--- config.mk ---
export PLATFORM = sky130hd
export DESIGN_NAME = trivium_byte_xor_flat
export DESIGN_NICKNAME = d
export VERILOG_FILES = /design/src/rtl/trivium_byte_xor_pkg.sv /design/src/rtl/trivium_byte_xor_if.sv /design/src/rtl/trivium_byte_xor_ks_packer.sv /design/src/rtl/trivium_byte_xor.sv /design/src/flat_wrapper.sv
export SDC_FILE = /design/constraint.sdc
export NUM_CORES = 1
export LEC_CHECK = 0
export CORE_MARGIN = 4
export CORE_UTILIZATION = 53
export CTS_CLUSTER_SIZE = 10
export DETAILED_ROUTE_END_ITERATION = 8
export PLACE_DENSITY = 0.81
export SLEW_MARGIN = 20
export SYNTH_ARGS = -nofsm -noshare
export SYNTH_HDL_FRONTEND = slang
export SYNTH_HIERARCHICAL = 1
export SYNTH_SLANG_ARGS = --single-unit
--- constraint.sdc ---
create_clock -name clk -period 1.9 [get_ports clk]
set_input_delay 0.38 -clock clk [delete_from_list [all_inputs] [get_ports clk]]
set_output_delay 0.38 -clock clk [all_outputs]
set_load 0.005 [all_outputs]
--- src/rtl/trivium_byte_xor_pkg.sv ---
// Shared constants for the trivium keystream byte-XOR block: word width,
// default warm-up length and FSM state encodings.
package trivium_pkg;

  localparam int DATA_W            = 8;
  localparam int WARMUP_CYCLES_DEF = 1152;

  localparam logic [1:0] ST_WARMUP = 2'd0;
  localparam logic [1:0] ST_FILL   = 2'd1;
  localparam logic [1:0] ST_HOLD   = 2'd2;

  // Counter width that never collapses to zero bits for tiny warm-up values.
  function automatic int cnt_width(input int n);
    return (n <= 2) ? 1 : $clog2(n);
  endfunction

endpackage

--- src/rtl/trivium_byte_xor_if.sv ---
// Byte stream bundle: upstream s_* channel and downstream m_* channel,
// both valid/ready.
interface trivium_byte_xor_if;
  import trivium_pkg::*;

  logic [DATA_W-1:0] s_data;
  logic              s_valid;
  logic              s_ready;
  logic [DATA_W-1:0] m_data;
  logic              m_valid;
  logic              m_ready;

  modport slave (
    input  s_data, s_valid, m_ready,
    output s_ready, m_data, m_valid
  );

  modport master (
    output s_data, s_valid, m_ready,
    input  s_ready, m_data, m_valid
  );
endinterface

--- src/rtl/trivium_byte_xor_ks_packer.sv ---
// Packs keystream bits MSB-first into key bytes and drives the core enable.
// TRIVIUM_KS_PREFETCH_EN: the shift register acts as a second key buffer.
module trivium_ks_packer
  import trivium_pkg::*;
(
  input  logic              clk,
  input  logic              rst,
  input  logic              active_i,
  input  logic              ks_bit_i,
  input  logic              consume_i,
  output logic              fill_en_o,
  output logic              key_valid_o,
  output logic              key_valid_next_o,
  output logic [DATA_W-1:0] key_o
);
  localparam int BCW = cnt_width(DATA_W);

  logic [BCW-1:0]    bit_cnt_q, bit_cnt_d;
  logic [DATA_W-1:0] shift_q, shift_d;
  logic [DATA_W-1:0] key_q, key_d;
  logic              key_valid_q, key_valid_d;
  logic [DATA_W-1:0] shift_new;
  logic              byte_done;
`ifdef TRIVIUM_KS_PREFETCH_EN
  logic              shift_full_q, shift_full_d;

  assign fill_en_o = active_i && !(key_valid_q && shift_full_q);
`else
  assign fill_en_o = active_i && !key_valid_q;
`endif

  assign shift_new = {shift_q[DATA_W-2:0], ks_bit_i};
  assign byte_done = fill_en_o && (bit_cnt_q == BCW'(DATA_W - 1));

  always_comb begin
    bit_cnt_d   = bit_cnt_q;
    shift_d     = shift_q;
    key_d       = key_q;
    key_valid_d = key_valid_q;
`ifdef TRIVIUM_KS_PREFETCH_EN
    shift_full_d = shift_full_q;
`endif
    if (fill_en_o) begin
      shift_d   = shift_new;
      bit_cnt_d = byte_done ? '0 : bit_cnt_q + 1'b1;
    end
`ifdef TRIVIUM_KS_PREFETCH_EN
    // A completed byte parked in the shift register moves up when the key is used.
    if (consume_i) begin
      if (shift_full_q) begin
        key_d        = shift_q;
        shift_full_d = 1'b0;
      end else begin
        key_valid_d = 1'b0;
      end
    end
    if (byte_done) begin
      if (!key_valid_q || consume_i) begin
        key_d       = shift_new;
        key_valid_d = 1'b1;
      end else begin
        shift_full_d = 1'b1;
      end
    end
`else
    if (consume_i) key_valid_d = 1'b0;
    if (byte_done) begin
      key_d       = shift_new;
      key_valid_d = 1'b1;
    end
`endif
  end

  always_ff @(posedge clk) begin
    if (rst) begin
      bit_cnt_q   <= '0;
      shift_q     <= '0;
      key_q       <= '0;
      key_valid_q <= 1'b0;
`ifdef TRIVIUM_KS_PREFETCH_EN
      shift_full_q <= 1'b0;
`endif
    end else begin
      bit_cnt_q   <= bit_cnt_d;
      shift_q     <= shift_d;
      key_q       <= key_d;
      key_valid_q <= key_valid_d;
`ifdef TRIVIUM_KS_PREFETCH_EN
      shift_full_q <= shift_full_d;
`endif
    end
  end

  assign key_valid_o      = key_valid_q;
  assign key_valid_next_o = key_valid_d;
  assign key_o            = key_q;
endmodule

--- src/rtl/trivium_byte_xor.sv ---
// Trivium keystream consumer: discards warm-up, XORs key bytes onto a byte stream.
// Optional macro TRIVIUM_KS_PREFETCH_EN enables a second key-byte buffer.
module trivium_byte_xor
  import trivium_pkg::*;
#(
  parameter int WARMUP_CYCLES = WARMUP_CYCLES_DEF
) (
  input  logic clk,
  input  logic rst,
  output logic ks_en,
  input  logic ks_bit,
  output logic warm_done,
  trivium_byte_xor_if.slave bus
);
  localparam int WCW = cnt_width(WARMUP_CYCLES);

  logic [1:0]        state_q, state_d;
  logic [WCW-1:0]    warm_cnt_q, warm_cnt_d;
  logic              warm_done_q, warm_done_d;
  logic              m_valid_q, m_valid_d;
  logic [DATA_W-1:0] m_data_q, m_data_d;
  logic              fill_en, key_valid, key_valid_next;
  logic [DATA_W-1:0] key;
  logic              s_ready, xfer;

  trivium_ks_packer u_packer (
    .clk             (clk),
    .rst             (rst),
    .active_i        (state_q != ST_WARMUP),
    .ks_bit_i        (ks_bit),
    .consume_i       (xfer),
    .fill_en_o       (fill_en),
    .key_valid_o     (key_valid),
    .key_valid_next_o(key_valid_next),
    .key_o           (key)
  );

  // Gated by rst so the core is held still while reset is asserted.
  assign ks_en   = !rst && ((state_q == ST_WARMUP) || fill_en);
  assign s_ready = key_valid && (!m_valid_q || bus.m_ready);
  assign xfer    = bus.s_valid && s_ready;

  always_comb begin
    state_d     = state_q;
    warm_cnt_d  = warm_cnt_q;
    warm_done_d = warm_done_q;
    case (state_q)
      ST_WARMUP: begin
        if (warm_cnt_q == WCW'(WARMUP_CYCLES - 1)) begin
          warm_cnt_d  = '0;
          warm_done_d = 1'b1;
          state_d     = ST_FILL;
        end else begin
          warm_cnt_d = warm_cnt_q + 1'b1;
        end
      end
      ST_FILL, ST_HOLD: state_d = key_valid_next ? ST_HOLD : ST_FILL;
      default:          state_d = ST_WARMUP;
    endcase
  end

  always_comb begin
    m_valid_d = m_valid_q;
    m_data_d  = m_data_q;
    if (xfer) begin
      m_data_d  = bus.s_data ^ key;
      m_valid_d = 1'b1;
    end else if (bus.m_ready) begin
      m_valid_d = 1'b0;
    end
  end

  always_ff @(posedge clk) begin
    if (rst) begin
      state_q     <= ST_WARMUP;
      warm_cnt_q  <= '0;
      warm_done_q <= 1'b0;
      m_valid_q   <= 1'b0;
      m_data_q    <= '0;
    end else begin
      state_q     <= state_d;
      warm_cnt_q  <= warm_cnt_d;
      warm_done_q <= warm_done_d;
      m_valid_q   <= m_valid_d;
      m_data_q    <= m_data_d;
    end
  end

  assign warm_done   = warm_done_q;
  assign bus.s_ready = s_ready;
  assign bus.m_valid = m_valid_q;
  assign bus.m_data  = m_data_q;
endmodule

--- src/flat_wrapper.sv ---
// flat-port wrapper written by rule: the top's interface ports become plain ports
module trivium_byte_xor_flat import trivium_pkg::*;
#(
  parameter int WARMUP_CYCLES = WARMUP_CYCLES_DEF
)
  (clk, rst, ks_en, ks_bit, warm_done, bus_s_data, bus_s_valid, bus_m_ready, bus_s_ready, bus_m_data, bus_m_valid);
  trivium_byte_xor_if bus_i ();
  input  logic clk;
  input  logic rst;
  output logic ks_en;
  input  logic ks_bit;
  output logic warm_done;
  input wire logic [$bits(bus_i.s_data)-1:0] bus_s_data;
  input wire logic [$bits(bus_i.s_valid)-1:0] bus_s_valid;
  input wire logic [$bits(bus_i.m_ready)-1:0] bus_m_ready;
  output wire logic [$bits(bus_i.s_ready)-1:0] bus_s_ready;
  output wire logic [$bits(bus_i.m_data)-1:0] bus_m_data;
  output wire logic [$bits(bus_i.m_valid)-1:0] bus_m_valid;
  assign bus_i.s_data = bus_s_data;
  assign bus_i.s_valid = bus_s_valid;
  assign bus_i.m_ready = bus_m_ready;
  assign bus_s_ready = bus_i.s_ready;
  assign bus_m_data = bus_i.m_data;
  assign bus_m_valid = bus_i.m_valid;
  trivium_byte_xor #(.WARMUP_CYCLES(WARMUP_CYCLES)) u_core (.clk(clk), .rst(rst), .ks_en(ks_en), .ks_bit(ks_bit), .warm_done(warm_done), .bus(bus_i));
endmodule
Word-level counts from Yosys, hierarchy flattened

Index checks and enable logic that the tools add are counted.

Reductions and logical operators: 15
Equal/unequal tests: 5
Mux-type cells: 9
Bitwise gates (word level): 1
Add/sub/neg operators: 2

Operators with widths:

| operator                                                        | number |
|---|---|
| 11-bit by 1-bit adder with 11-bit output, second input constant | 1 |
| 11-bit == test, second input constant                           | 1 |
| 11-bit two-way mux                                              | 1 |
| 8-bit bitwise XOR                                               | 1 |
| 1-bit logical AND                                               | 5 |
| 1-bit two-way mux                                               | 4 |
| 2-bit two-way mux                                               | 2 |
| 2-bit one-hot mux with 2 select lines                           | 1 |
| 2-bit nonzero test                                              | 2 |
| 3-bit by 1-bit adder with 3-bit output, second input constant   | 1 |
| 3-bit == test, second input constant                            | 1 |
| 1-bit zero test                                                 | 3 |
| 3-bit two-way mux                                               | 1 |
| 2-bit by 1-bit == test with 1-bit output, second input constant | 1 |
| 2-bit == test, second input constant                            | 1 |
| 2-bit zero test                                                 | 1 |
| 1-bit logical OR                                                | 2 |
| 2-bit inequality test, second input constant                    | 1 |
| 2-bit AND reduction                                             | 1 |
| 2-bit OR reduction                                              | 1 |

Output and inout port bits: 12
Bits of input ports: 13
Word-level logic and storage cells: 41
Register bits after elaboration: 42

Logic depth before layout (Yosys ltp)

Gate-level depths: netlist of run 1.

Word-level depth: 8
Mapped depth: 10
Gate-level depth less buffers: 8

Hierarchy

Netlist of run 1, hierarchy kept.

By module, submodules not included:

| module            | cells an instance | area each (um^2) | instances | seq. area each (um^2) |
|---|---|---|---|---|
| trivium_byte_xor  | 121               | 1091.0           | 1         | 460.4 |
| trivium_ks_packer | 87                | 752.0            | 1         | 380.4 |

Worst setup path before layout of run 1

OpenSTA, ideal clock, no wires.

Path type: register to output
Start: reg u_core.state_q[1]
End: out ks_en
Cell stages (with the launch flop): 11
Path buffers: 3
Data arrival time: 1.370 ns
Required time: 1.520 ns
Setup slack: 0.150 ns
Path through: dfxtp_1 inv_1 ha_1 buf_6 inv_1 nand2b_1 buf_6 inv_6 buf_12 nor2_1 nor2_1

Word-level cells in the longest chain between the ends: 4
Elaborated cells on any way between the ends: 5
Classes of those cells: reduce/logical (5)

Ends and longest elaborated chain:

| what                     | RTL line                         | RTL |
|---|---|---|
| start: declaration       | trivium_byte_xor.sv:17           | `logic [1:0] state_q, state_d;` |
| start signal: assignment | trivium_byte_xor.sv:81           | `state_q <= state_d;` |
| 2-bit nonzero test       | trivium_byte_xor.sv:29           | `.active_i (state_q != ST_WARMUP),` |
| 1-bit logical AND        | trivium_byte_xor_ks_packer.sv:29 | `assign fill_en_o = active_i && !key_valid_q;` |
| named net u_core.fill_en | trivium_byte_xor.sv:22           | `logic fill_en, key_valid, key_valid_next;` |
| 1-bit logical OR         | trivium_byte_xor.sv:39           | `assign ks_en = !rst && ((state_q == ST_WARMUP) \|\| fill_en);` |
| 1-bit logical AND        | trivium_byte_xor.sv:39           |  |
| end: declaration         | flat_wrapper.sv:10               | `output logic ks_en;` |

The timed path passes the listed nets, and every way through them passes these cells.

Final worst setup path of run 1

Start: reg u_core.state_q[0]
End: out ks_en

Same word-level chain as after synthesis.

==> results.sh, run 1 <==
export IMPL_yosys_area_share_xor_xnor_pct=7.128
export IMPL_min_period_over_period_pct=93.56
export IMPL_worstMarginPinSlew_ns=0.4631
export IMPL_totalNegativeSetupSlack_ns=0
export IMPL_fp_coreArea_um2=3337
export IMPL_area_delta_synth_final_pct=19.89
export IMPL_timing_critical_path_cells="inv_1, ha_2, inv_2, nand2b_4, inv_6, nor2_1, nor2_1, clkbuf_2"
export IMPL_grt_max_degree=44
export IMPL_diodes=0
export IMPL_cts_tree="built"
export IMPL_dr_total_vias=1455
export IMPL_core_rowCount=21
export IMPL_grt_pass1_wl_um=5630
export IMPL_synth_fp_nets=226
export IMPL_number_of_buffers_inserted_by_hold_repair_at_cts=0
export IMPL_multiInputGateArea_um2=905.9
export IMPL_layout_drive_gt1_share_pct=13.75
export IMPL_number_of_unique_standard_cell_types_used_by_synthesis=40
export IMPL_crit_cells=8
export IMPL_cts_sinks=42
export IMPL_worstSetupEndpointType="primary output"
export IMPL_post_synth_fa_ha_maj_area_fraction_pct=3.394
export IMPL_post_synth_and_or_nand_nor_area_fraction_pct=25.66
export IMPL_postPlaceCellArea_um2=2137
export IMPL_num_nets_final=257
export IMPL_initial_core_util_pct=55.23
export IMPL_ctsHtreeMaxLevel=2
export IMPL_upper_clock_frequency_limit_mhz=562.5
export IMPL_timing_hold_worst_path_depth=2
export IMPL_critPathMostFrequentCell="nor2_1"
export IMPL_synth_area_mux_share_pct=1.086
export IMPL_power_static_leakage_nw=0.8379
export IMPL_syn_cell_area_um2=1843
export IMPL_vias_in_the_first_global_route=1295
export IMPL_antenna_violations_before_repair=0
export IMPL_arrival_ns=1.40
export IMPL_outcome="finished clean"
export IMPL_ys_flop_type="dfxtp_1"
export IMPL_cts_made_buffers=5
export IMPL_cells_after_synth=208
export IMPL_route_detailed_drc=0
export IMPL_largest_family_of_logic_cells_by_synthesized_area="simple AND/OR/NAND/NOR gates"
export IMPL_num_fill_cells=298
export IMPL_die_area_um2=4485
export IMPL_synth_compound_area_share_pct=11.34
export IMPL_syn_area_per_cell_um2=8.861
export IMPL_buffer_ports_inserted=24
export IMPL_worst_skew_pair_late_latency_ns=0.35
export IMPL_drtIter0Drc=62
export IMPL_critical_path_required_ns=1.52
export IMPL_sequential_cell_area_um2=843.3
export IMPL_critPathMaxFanout=2
export IMPL_drv_slew=0
export IMPL_timing_critical_path_from_type="flop"
export IMPL_post_route_min_period_ns=1.778
export IMPL_clock_path_buffers=2
export IMPL_avgRoutedWirePerCell_um=11.67
export IMPL_postRouteWirelength_um=3338
export IMPL_worst_vdd_rail_ir_drop_v=0.0004800
export IMPL_synth_warnings=6
export IMPL_cts_root_buf="clkbuf_4"
export IMPL_place_detailed_hpwl_um=2321
export IMPL_ff2ff_path_depth=9
export IMPL_synth_edff_count=0
export IMPL_dpl_worst_slack_ns=-0.02612
export IMPL_via_per_inst=5.087
export IMPL_crit_path_top_delay_cell="dfxtp_2"
export IMPL_grt_usage_pct=16.58
export IMPL_power_density_cell_area_nw_per_um2=627.8
export IMPL_finClkSkew_ns=0.01401
export IMPL_clock_pin_transition_on_the_worst_setup_and_hold_timing_paths_ns=0.12
export IMPL_synth_seq_area_share_pct=45.62
export IMPL_report_final_hold_viol_count=0
export IMPL_globalRouteOverflowTotal=0
export IMPL_max_slew_margin_rel_pct=69.12
export IMPL_critical_path_top_delay_family="flip-flops"
export IMPL_die_width_um=66.97
export IMPL_fin_area_um2=2210
export IMPL_ys_async_sr_fraction_pct=0
export IMPL_setup_viol=0
export IMPL_die_h_um=66.97
export IMPL_crit_path_max_incr_delay_ns=0.35
export IMPL_timing_setup_critical_path_class="flop to primary output"
export IMPL_crit_buf_inv=4
export IMPL_rsz_0062_raised_after_global_routing="false"
export IMPL_gpl_final_weighted_congestion=0.7255
export IMPL_min_path_type="flop to flop"
export IMPL_ys_ff_latch=42
export IMPL_drt_pass1_iterations=4
export IMPL_timing_final_ws_setup_ns=0.1223
export IMPL_drtAntennaViolNets=0
export IMPL_io_pins=25
export IMPL_drv_max_cap_violation_count=0
export IMPL_worst_hold_slack_ns=0.4725
power by group:
group | switching (W) | internal (W) | total, W
clock network | 0.000285 | 0.000146 | 0.000431
registers | 0.00000531 | 0.000886 | 0.000891
logic | 0.0000284 | 0.0000365 | 0.0000649
placed cells by master (no fill, tap or decap), drive strengths merged:
cell type,count
a211oi,8
a21oi,21
a22oi,1
a41o,1
and2,3
and3,3
and3b,1
and4,2
buf,11
clkbuf,7
clkdlybuf4s50,22
clkinv,2
dfxtp,42
dlygate4sd2,1
ha,5
inv,6
mux2i,2
nand2,42
nand2b,2
nand3,2
nand3b,3
nand4,3
nor2,21
nor2b,1
nor3,5
nor3b,1
nor4b,2
o21ai,3
o31ai,1
or3,1
xnor2,10
xor2,5
synthesized netlist by cell type (2+ instances only):
master / n / share of area [%]
nand2_1: 42 / 8.6
a211oi_1: 8 / 3.3
a21oi_1: 20 / 5.4
nand4_1: 2 / 0.68
buf_2: 4 / 1.1
inv_1: 5 / 1.0
xor2_1: 5 / 2.4
o21ai_0: 3 / 0.81
and3_1: 3 / 1.0
ha_1: 5 / 3.4
nor3_1: 5 / 1.4
nand3_1: 2 / 0.54
nand2b_1: 2 / 0.68
buf_6: 2 / 1.2
clkbuf_1: 2 / 0.41
and2_1: 3 / 1.0
nor2_1: 21 / 4.3
dfxtp_1: 42 / 46
xnor2_1: 10 / 4.8
mux2i_1: 2 / 1.1
layout make-up:
cell class / instances / share of cell area, %
inverters: 6 / 1.246
multi-input cells: 149 / 41.00
clock inverters: 2 / 0.6229
clock buffers: 6 / 1.869
flip-flops and latches: 42 / 38.17
well taps: 46 / 2.605
repair buffers: 35 / 14.50
path summary, 6_finish.rpt:
kind / to / from / slack [ns]
worst max-delay path: ks_en / u_core/state_q[0] / 0.12
worst min-delay path: u_core/u_packer/bit_cnt_q[2] / u_core/u_packer/bit_cnt_q[2] / 0.47
worst max register to register: u_core/state_q[0] / u_core/state_q[0] / 0.20
worst min register to register: u_core/u_packer/bit_cnt_q[2] / u_core/u_packer/bit_cnt_q[2] / 0.47
timing repair:
item | 4_1_cts | 5_1_grt
gates resized for setup | 6 | 4
hold endpoints to repair | 0 | 0
pin swaps | 0 | 1
setup endpoints to repair | 2 | 1
buffers inserted | 1 | 0
cell families (layout without fill, tap and decap cells):
family | Yosys count | after routing
flops | 42 | 42
compound gates | 35 | 35
simple gates | 92 | 92
xor+xnor | 15 | 15
buf+inv | 17 | 49
mux | 2 | 2
fa+ha+maj | 5 | 5
layer usage:
metal / track usage [%] / routed length, um / vias up / part of all wire [%]
met5: 0 / 0 / - / 0
met4: 7.595 / 56 / 0 / 1.7
met3: 4.216 / 121 / 6 / 3.6
met2: 25.25 / 1459 / 20 / 44
met1: 21.82 / 1700 / 672 / 51
li1: - / - / 757 / -
stage by stage:
step | power, W | std cells | util [%]
6_report | 0.001387 | 286 | 66.22
5_1_grt | 0.001451 | 286 | 66.22
4_1_cts | 0.001406 | 286 | 66.14
3_5_place_dp | 0.0009776 | 277 | 64.04
3_3_place_gp | 0.0009765 | 277 | 64.04
2_1_floorplan | 0.0009433 | 208 | -
registers in the layout, indices dropped and copies added, names as in the netlist:
register / cells
u_core/warm_cnt_q: 11
u_core/bus.m_data: 8
u_core/u_packer/key_o: 8
u_core/u_packer/shift_q: 7
u_core/u_packer/bit_cnt_q: 3
u_core/state_q: 2
u_core/bus.m_valid: 1
u_core/u_packer/key_valid_o: 1
u_core/warm_done: 1
worst register-to-register path: stages (launching register included):
cell and delay [ns]:
dfxtp_2 0.35, inv_1 0.06, ha_2 0.20, inv_2 0.07, buf_4 0.15, nand3b_2 0.20, o21ai_0 0.18, nor3b_1 0.07
o21ai_0 0.20, o31ai_1 0.11
Power figures use the tool's default switching activity.
==> inputs of run 2 (changes only) <==
--- a/config.mk
+++ b/config.mk
@@ -7,7 +7,7 @@
 export LEC_CHECK = 0
 export CORE_MARGIN = 4
 export CORE_UTILIZATION = 53
-export CTS_CLUSTER_SIZE = 10
+export CTS_CLUSTER_SIZE = 8
 export DETAILED_ROUTE_END_ITERATION = 8
 export PLACE_DENSITY = 0.81
 export SLEW_MARGIN = 20
==> results of run 2 <==
The final DEF is identical to that of run 1; final timing and power are the same.
==> variant 1: new RTL, settings of run 2 <==
Build with the macro `TRIVIUM_KS_PREFETCH_EN` defined.
--- a/src/rtl/trivium_byte_xor_ks_packer.sv
+++ b/src/rtl/trivium_byte_xor_ks_packer.sv
@@ -2,2 +2,4 @@
 // TRIVIUM_KS_PREFETCH_EN: the shift register acts as a second key buffer.
+`define TRIVIUM_KS_PREFETCH_EN
+
 module trivium_ks_packer
Formal check against the unedited RTL: no difference found for any inputs over 10 cycles, from zero or initial values and one cycle with rst high; that may be too few to reach the edited logic, so the function may still have changed.
==> variant 1 against run 2 <==
  * Design area grew 10%
  * Die area grew 5.1%
  * Worst hold slack lost 5.3 ps
  * Wire length grew 20%
  * Synthesized area grew 5.8%
  * Maximum frequency shrank 0.60%
  * Final cell count grew 4.9%
  * Global-route usage grew 2.8 points
  * Clock power grew 61%
  * Setup slack lost 11 ps
  * Critical path type unchanged
  * Highest routed layer unchanged
  * Total power grew 22%
  * Sequential cell count grew 2
  * Sequential share of layout area shrank 1.9 points
==> variant 1: results (changes against run 2) <==
- Pin count of the biggest net entering global routing: 46 (+4.5%)
- Met2 WL: 1930 microns (+32%)
- Fin cells: 300 (+4.9%)
- Power density cells: 695 nW/um^2 (+11%)
- Setup Skew: 3.71 ps (-10.3 ps)
- Sequential element share of the synthesized area: 45.2% (-0.46 points)
- Crit. Startpoint: u_core/state_q[1]
- Worst slack at placement: -96.4 ps (-70.2 ps)
- Post-Place Cell Area: 2290 sq um (+7.1%)
- Worst vdd ir: 0.600 mV (+25%)
- DR iter-0 viols: 111 (+79%)
- Actual slew at the worst max-slew pin: 477 ps (+14.3 ps)
- Clk power: 692 uW (+61%)
- WL met3: 247 microns (+100%)
- Syn_nets: 236 (+4.4%)
- Clock buf/inv share: 4.42% (+1.9 points)
- M1 GR Usage: 24.1% (+2.2 points)
- # nets final: 271 (+5.4%)
- Signal buf overhead: 14.2% (-0.25 points)
- Status: finished, final reports clean
- First-pass GRT wire length: 6940 microns (+23%)
- Worst skew pair latency: 290 ps (-60 ps)
- GR Util met3: 4.86% (+0.65 points)
- CTS root buffer: clkbuf_8
- Multi-In Gates: 157 (+5.4%)
==> variant 1: changes by cell type after synthesis, sizes merged, moves of 2 or more <==
cell    change
nand2       -9
a221oi      +8
mux2i       +7
nor2        +6
a21oi       -5
dfxtp       +2
==> variant 1: critical path, delay by kind of cell, from the launching register on <==
kind,cells,cell delay (ps)
fa+ha+maj,1,160
buf+inv,4,260
compound gates,1,220
flops,1,340
simple gates,2,130
==> variant 1: cells by family (layout without fill, tap and decap cells) <==
family / count (synthesis) / in the layout / synth area share, %
xor+xnor: 15 / 15 / 6.73
fa+ha+maj: 5 / 5 / 3.21
simple gates: 88 / 88 / 22.3
compound gates: 40 / 40 / 13.9
flops: 44 / 44 / 45.2
buf+inv: 17 / 53 / 4.10
mux: 9 / 9 / 4.62
==> variant 1: repair_timing <==
item | CTS | global route
gates resized for setup | 13 | 2
pin swaps | 0 | 1
cloned | 0 | 0
setup endpoints to repair | 2 | 1
buffers inserted | 0 | 2
==> variant 2: new RTL, settings of run 2 <==
Without the edit above. Take the reset off `shift_q` and load it in a clocked block of its own.
--- a/src/rtl/trivium_byte_xor_ks_packer.sv
+++ b/src/rtl/trivium_byte_xor_ks_packer.sv
@@ -76,3 +76,2 @@
       bit_cnt_q   <= '0;
-      shift_q     <= '0;
       key_q       <= '0;
@@ -84,3 +83,2 @@
       bit_cnt_q   <= bit_cnt_d;
-      shift_q     <= shift_d;
       key_q       <= key_d;
@@ -93,2 +91,6 @@
 
+  always_ff @(posedge clk) begin
+    shift_q <= shift_d;
+  end
+
   assign key_valid_o      = key_valid_q;
Behaviour: no difference found for any inputs over 10 cycles, from zero or initial values and one cycle with rst high; that may be too few to reach the edited logic, so the function may still have changed.
==> variant 2 against run 2 <==
  * Synthesized area shrank 0.95%
  * Sequential cell count unchanged
  * Setup slack barely moved
  * Clock skew down 1.1 ps
  * Total power up 13%
  * Design area rose by 0.79%
  * Wire length rose by 4.6%
  * Critical path type unchanged
==> variant 2: results (changes against run 2) <==
- First-pass GRT wire length: 5820 microns (+3.3%)
- EDFF count, synth: 7 (+7)
- GR met2 Demand/Resource: 28.6% (+3.3 points)
- Internal power: 1.22 mW (+14%)
- Post-Place Cell Area: 2120 sq um (-0.82%)
- Clk power: 588 uW (+36%)
- Final worst setup slack: 123 ps (+0.333 ps)
- Pin count of the biggest net entering global routing: 37 (-16%)
- Placed cells: 251 (-9.4%)
- Vias post-DR: 1366 (-6.1%)
- Leak: 0.843 nW (+0.59%)
- Syn_nets: 201 (-11%)
- Vias in the first global route: 1325 (+2.3%)
- Synth area leaders: dfxtp_1, edfxtp_1, nand2_1
- Synth top cells by count: dfxtp_1, nand2_1, nor2_1, xnor2_1
- Setup Skew: 12.9 ps (-1.14 ps)
- Worst slack at placement: -45.1 ps (-19.0 ps)
- Clock share of power: 37.5% (+6.4 points)
- WL met3: 203 microns (+68%)
- Layout cells sized above 1: 18.1% (+4.4 points)
- GR Util met3: 5.73% (+1.5 points)
- DR iter-0 viols: 53 (-15%)
- Status: finished, final reports clean
- Fillers: 249 (-16%)
- Hold Path Sink: u_core/u_packer/shift_q[3]
- Worst vdd ir: 0.485 mV (+1.1%)
- # nets final: 232 (-9.7%)
- Register-to-register setup slack: 290 ps (+90 ps)
- Hold_ws: 466 ps (-6.58 ps)
- Synthesized netlist cell count: 183 (-12%)
- Resized cells post-CTS: 10 (+4)
- Unique masters post-synth: 41 (+2.5%)
- Sequential element share of the synthesized area: 49.9% (+4.3 points)
- M1 GR Usage: 21.8% (about the same)
- Total GRT Usage: 17.5% (+0.93 points)
[variant 2: changes by cell type in the layout (fill, tap and decap cells not counted), sizes merged, moves of 2 or more]
cell	run 2	this run
dfxtp	42	35
mux2i	2	4
a21oi	21	12
edfxtp	0	7
nor2	21	23
buf	11	9
nand2	42	25
[variant 2: cells by family after synthesis]
group	Yosys count	synth area share, %
XOR/XNOR	15	7.20
AND/OR/NAND/NOR	77	22.8
AO/OA/AOI/OAI	26	10.4
flip-flops	42	49.9
multiplexers	4	2.19
buffers and inverters	14	4.11
adder cells (fa/ha/maj)	5	3.43
[variant 2: final cells by class]
type	count	area (sq um)	area share [%]
Clock buffer	5	37.5	1.69
Clock inverter	3	43.8	1.97
Inverter	5	18.8	0.843
Multi-Input combinational cell	127	855	38.4
Sequential cell	42	913	41.0
Tap cell	46	57.6	2.58
Timing Repair Buffer	33	302	13.5
